[src/rtl/serial_adder_seq.sv]
// Bit-serial WIDTH-bit adder: one full-adder slice plus carry flop, LSB first.
// Optional subtract mode (extra `sub` input) when SERIAL_ADDER_SUB_EN is defined.
module serial_adder_seq #(
  parameter int unsigned WIDTH = 8
) (
  input  logic             clk,
  input  logic             rst,
  input  logic             start,
  input  logic [WIDTH-1:0] a,
  input  logic [WIDTH-1:0] b,
  input  logic             cin,
`ifdef SERIAL_ADDER_SUB_EN
  input  logic             sub,
`endif
  output logic             busy,
  output logic             done,
  output logic [WIDTH-1:0] sum,
  output logic             cout
);

  localparam int unsigned CNT_W = $clog2(WIDTH) + 1;

  typedef enum logic [1:0] {
    S_IDLE = 2'd0,
    S_RUN  = 2'd1,
    S_DONE = 2'd2
  } state_e;

  state_e             state_q, state_d;
  logic [WIDTH-1:0]   op_a_q, op_a_d;
  logic [WIDTH-1:0]   op_b_q, op_b_d;
  logic [WIDTH-1:0]   sum_q, sum_d;
  logic               carry_q, carry_d;
  logic               cout_q, cout_d;
  logic [CNT_W-1:0]   count_q, count_d;
  logic               busy_q, done_q;

  logic [WIDTH-1:0]   load_b;
  logic               load_c;
  logic               fa_s, fa_c;

  // Operand B / carry-in as latched on an accepted start (inverted B for subtract).
  always_comb begin
`ifdef SERIAL_ADDER_SUB_EN
    load_b = sub ? ~b : b;
    load_c = sub ? 1'b1 : cin;
`else
    load_b = b;
    load_c = cin;
`endif
  end

  // Single full-adder bit slice on the current LSBs.
  always_comb begin
    fa_s = op_a_q[0] ^ op_b_q[0] ^ carry_q;
    fa_c = (op_a_q[0] & op_b_q[0]) | (carry_q & (op_a_q[0] ^ op_b_q[0]));
  end

  // Next-state and datapath sequencing.
  always_comb begin
    state_d = state_q;
    op_a_d  = op_a_q;
    op_b_d  = op_b_q;
    sum_d   = sum_q;
    carry_d = carry_q;
    cout_d  = cout_q;
    count_d = count_q;

    case (state_q)
      S_IDLE, S_DONE: begin
        if (start) begin
          op_a_d  = a;
          op_b_d  = load_b;
          carry_d = load_c;
          count_d = '0;
          state_d = S_RUN;
        end else begin
          state_d = S_IDLE;
        end
      end
      S_RUN: begin
        op_a_d  = op_a_q >> 1;
        op_b_d  = op_b_q >> 1;
        sum_d   = {fa_s, sum_q[WIDTH-1:1]};
        carry_d = fa_c;
        count_d = count_q + CNT_W'(1);
        if (count_q == CNT_W'(WIDTH - 1)) begin
          cout_d  = fa_c;
          state_d = S_DONE;
        end
      end
      default: state_d = S_IDLE;
    endcase
  end

  always_ff @(posedge clk) begin
    if (rst) begin
      state_q <= S_IDLE;
      op_a_q  <= '0;
      op_b_q  <= '0;
      sum_q   <= '0;
      carry_q <= 1'b0;
      cout_q  <= 1'b0;
      count_q <= '0;
      busy_q  <= 1'b0;
      done_q  <= 1'b0;
    end else begin
      state_q <= state_d;
      op_a_q  <= op_a_d;
      op_b_q  <= op_b_d;
      sum_q   <= sum_d;
      carry_q <= carry_d;
      cout_q  <= cout_d;
      count_q <= count_d;
      busy_q  <= (state_d == S_RUN);
      done_q  <= (state_d == S_DONE);
    end
  end

  assign busy = busy_q;
  assign done = done_q;
  assign sum  = sum_q;
  assign cout = cout_q;

endmodule

[config.mk]
export PLATFORM = sky130hd
export DESIGN_NAME = serial_adder_seq
export DESIGN_NICKNAME = d
export VERILOG_FILES = /design/src/rtl/serial_adder_seq.sv
export SDC_FILE = /design/constraint.sdc
export NUM_CORES = 1
export LEC_CHECK = 0
export CAP_MARGIN = 40
export CORE_AREA = 2 2 49 51
export CTS_CLUSTER_SIZE = 10
export DETAILED_ROUTE_END_ITERATION = 8
export DIE_AREA = 0 0 51 53
export DONT_BUFFER_PORTS = 1
export GPL_TIMING_DRIVEN = 0
export PLACE_DENSITY_LB_ADDON = 0.05
export SLEW_MARGIN = 25
export SYNTH_ARGS = -nofsm -noshare
export SYNTH_HDL_FRONTEND = slang
export SYNTH_SLANG_ARGS = --single-unit
[constraint.sdc]
create_clock -name clk -period 2.4 [get_ports clk]
set_input_delay 0.48 -clock clk [delete_from_list [all_inputs] [get_ports clk]]
set_output_delay 0.48 -clock clk [all_outputs]
set_load 0.01 [all_outputs]
==> results.md <==
| Result | This run | Unit |
|---|---|---|
| Shortest clock period the worst path allows after layout | 1.31 | ns |
| Area of the core | 2150 | um^2 |
| Worst Hold Launch | a[7] | - |
| Overall Global Routing Usage | 24.1 | % |
| Highest clock frequency the design can meet | 0.766 | GHz |
| Transition at the pin with the smallest max-transition slack | 0.460 | ns |
| Hold Buf Count CTS | 0 | - |
| Clock latency on the worst-skew pair | 0.34 | ns |
| Final slew viol count | 0 | - |
| CTS root buf | sky130_fd_sc_hd__clkbuf_4 | - |
| Share of synthesized area occupied by flip-flops and latches | 50.5 | % |
| Areal power density over the cells | 778 | nW/um^2 |
| Area of the die | 2700 | um^2 |
| Cts bufs inserted | 5 | - |
| GRT overflow | 0 | - |
| R2R Path Start | count_q[0] | - |
| Wire length of the first global-routing pass | 4660 | um |
| Crit end category | register | - |
| Clock Skew | 0.00870 | ns |
| Critical Path Source Type | register | - |
| Synthesized area per cell | 8.87 | um^2 |
| Maximum fanout count along the critical path | 5 | - |
| Vias per inst | 5.97 | - |
| Placer Congestion | 0.795 | - |
| Setup repair after global routing missed its margin | no | - |
| Length of the first detailed-routing pass in iterations | 4 | - |
| Clock transition at the registers of the reported paths | 0.11 | ns |
| Synth-to-Final Area Change | 8.36 | % |
| Post-detailed-route count of antenna-violating nets | 0 | - |
| Post-route clock period utilization | 54.4 | % |
| Hold Crit Depth | 2 | - |
| Synth warnings | 0 | - |
| Final setup violating endpoints | 0 | - |
| DRC errors left | 0 | - |
| Placed wire-length estimate | 1960 | um |
| H-tree level count | 2 | - |
| Number of buffer cells added on primary ports | 0 | - |
| Max-capacitance violation count | 0 | - |
| Netlist cell types | 24 | - |
| Setup tns final | 0 | ns |
| Initial antenna violation count | 0 | - |
| Endpoint of the most critical setup path | cout | - |
| Horiz. Die Dim | 51 | um |
| Required time of the worst setup path | 2.68 | ns |
| Effective utilization at floorplan | 62.7 | % |
| Count of state elements after synthesis | 34 | - |
| Number of placement rows | 17 | - |
| Post-synthesis instance total | 152 | - |
| Count of inserted antenna diode cells | 0 | - |
| Buffer count from post-CTS setup fixing | 0 | - |
| Max IR drop VDD | 0.608 | mV |
| Largest net degree at the start of global routing | 12 | - |
| Post-synth design cell area | 1350 | um^2 |
| Kind of critical path | reg -> reg | - |
| Beginning of the critical path | count_q[0] | - |
| Final instance count without filler cells | 188 | - |
| CTS sink cnt | 34 | - |
| Count of endpoints failing hold in the final timing report | 0 | - |
| Net count after synthesis | 174 | - |
| CTS tree | built | - |
| Vias after detailed routing | 1122 | - |
| Number of global-route vias before repair | 1046 | - |
| Deepest clock path buffer count | 2 | - |
| Mean routed wirelength per cell | 15.1 | um |
| Resized Gates After CTS | 0 | - |
| Outcome | finished clean | - |
| Worst reg2reg path endpoint | cout | - |
| Fraction of final layout cells sized beyond drive strength 1 | 11.3 | % |
| WL final | 2840 | um |
| Final net count | 181 | - |
| Filler instances | 182 | - |
| Vert. Die Dim | 53 | um |
| Ports placed on the boundary | 31 | - |
| Worst hold path type | in -> reg | - |
| Number of cells traversed by the worst register-to-register path | 4 | - |
| Setup slack on the worst flop-to-flop path | 1.09 | ns |
| Number of placed instances, taps included | 180 | - |
| Worst slew margin relative to its limit | 69.3 | % |
| Static Leakage | 0.000518 | uW |
| Iter 0 DRT Violations | 27 | - |
| Crit path DAT | 1.58 | ns |
## critical path, stage by stage, from the launching register on
cell and delay [ns]:
sky130_fd_sc_hd__dfxtp_1 0.39, sky130_fd_sc_hd__ha_1 0.21, sky130_fd_sc_hd__nand3b_1 0.17, sky130_fd_sc_hd__or3_1 0.36, sky130_fd_sc_hd__a21oi_1 0.12
## sequential cells by signal, summed over array words and instances (netlist names)
| register | flops |
|---|---|
| done | 1 |
| carry_q | 1 |
| op_b_q | 8 |
| busy | 1 |
| count_q | 4 |
| sum | 8 |
| cout | 1 |
| state_q | 2 |
| op_a_q | 8 |
## layout make-up
| cell class | instances | area (um^2) | share of cell area, % |
|---|---|---|---|
| plain buffers | 14 | 80.1 | 5.48 |
| clock buffers | 5 | 37.5 | 2.57 |
| clock inverters | 3 | 40.0 | 2.74 |
| inverters | 1 | 3.75 | 0.257 |
| multi-input cells | 103 | 583 | 39.9 |
| flip-flops and latches | 34 | 681 | 46.6 |
| well taps | 28 | 35.0 | 2.40 |
## cell usage in the layout, fill, tap and decap left out, types with 2 or more instances in the layout
cell type,n
sky130_fd_sc_hd__a21oi_1,30
sky130_fd_sc_hd__a22oi_1,15
sky130_fd_sc_hd__buf_2,4
sky130_fd_sc_hd__buf_4,4
sky130_fd_sc_hd__clkbuf_1,5
sky130_fd_sc_hd__clkbuf_4,5
sky130_fd_sc_hd__clkinv_2,2
sky130_fd_sc_hd__dfxtp_1,34
sky130_fd_sc_hd__mux2_1,2
sky130_fd_sc_hd__nand2_1,19
sky130_fd_sc_hd__nand2b_1,3
sky130_fd_sc_hd__nand3_1,19
sky130_fd_sc_hd__nor2_1,3
sky130_fd_sc_hd__nor3_1,2
## per-stage QoR
| stage | hold WS [ns] | utilization [%] | setup slack (ns) | total power [uW] | cell area [um^2] |
|---|---|---|---|---|---|
| floorplan | 0.448 | - | 1.15 | 707 | 1350 |
| CTS | 0.269 | 68.0 | 1.11 | 1140 | 1460 |
| finish | 0.271 | 68.0 | 1.09 | 1140 | 1460 |
| global route | 0.270 | 68.0 | 0.958 | 1180 | 1460 |
| detailed placement | 0.463 | 64.4 | 0.998 | 735 | 1380 |
| global placement | 0.455 | 64.4 | 1.02 | 730 | 1380 |
## cell usage after synthesis
cell | n | share of area [%]
sky130_fd_sc_hd__nand4_1 | 1 | 0.46
sky130_fd_sc_hd__nor2_1 | 3 | 0.84
sky130_fd_sc_hd__o21ai_0 | 1 | 0.37
sky130_fd_sc_hd__a21oi_1 | 30 | 11
sky130_fd_sc_hd__mux2_1 | 2 | 1.7
sky130_fd_sc_hd__or3_1 | 1 | 0.46
sky130_fd_sc_hd__nand2_1 | 19 | 5.3
sky130_fd_sc_hd__nor2b_1 | 1 | 0.46
sky130_fd_sc_hd__nand2b_1 | 3 | 1.4
sky130_fd_sc_hd__a211oi_2 | 1 | 0.93
sky130_fd_sc_hd__inv_1 | 1 | 0.28
sky130_fd_sc_hd__and2b_1 | 1 | 0.56
sky130_fd_sc_hd__buf_6 | 1 | 0.84
sky130_fd_sc_hd__buf_4 | 4 | 2.2
sky130_fd_sc_hd__fa_1 | 1 | 1.5
sky130_fd_sc_hd__dfxtp_1 | 34 | 51
sky130_fd_sc_hd__nand3_1 | 19 | 7.1
sky130_fd_sc_hd__nand3b_1 | 1 | 0.56
sky130_fd_sc_hd__nor3_1 | 2 | 0.74
sky130_fd_sc_hd__a22oi_1 | 15 | 8.4
sky130_fd_sc_hd__buf_2 | 4 | 1.5
sky130_fd_sc_hd__nor3b_1 | 1 | 0.56
sky130_fd_sc_hd__ha_1 | 1 | 0.93
sky130_fd_sc_hd__clkbuf_1 | 5 | 1.4
## power breakdown
group | leakage, uW | total, uW | internal [uW] | switching (uW)
logic | 0.000196 | 116 | 42.9 | 72.6
registers | 0.000277 | 608 | 590 | 17.9
clock network | 0.0000450 | 413 | 216 | 197
## logic make-up after synthesis
group,after synthesis,share of synthesized area [%]
AO/OA/AOI/OAI,47,20.8
adder cells (fa/ha/maj),2,2.41
buffers and inverters,15,6.22
flip-flops,34,50.5
multiplexers,2,1.67
AND/OR/NAND/NOR,52,18.4
## how the worst min path moves through the flow
stage	end	slack (ns)
after CTS	op_a_q[7]	0.27
final	op_a_q[7]	0.27
after detailed placement	op_b_q[1]	0.46
after floorplan	op_a_q[1]	0.45
after global placement	op_a_q[7]	0.45
after global routing	op_b_q[7]	0.27
## layer usage
metal  share of wire, %  routed length (um)  GRT usage, %
met3                6.7                 189          9.89
met1                 44                1260          27.5
met5                  0                   0             0
met4                1.2                  33          8.56
met2                 48                1360          40.5
No activity file was read; power rests on OpenSTA's default activity.
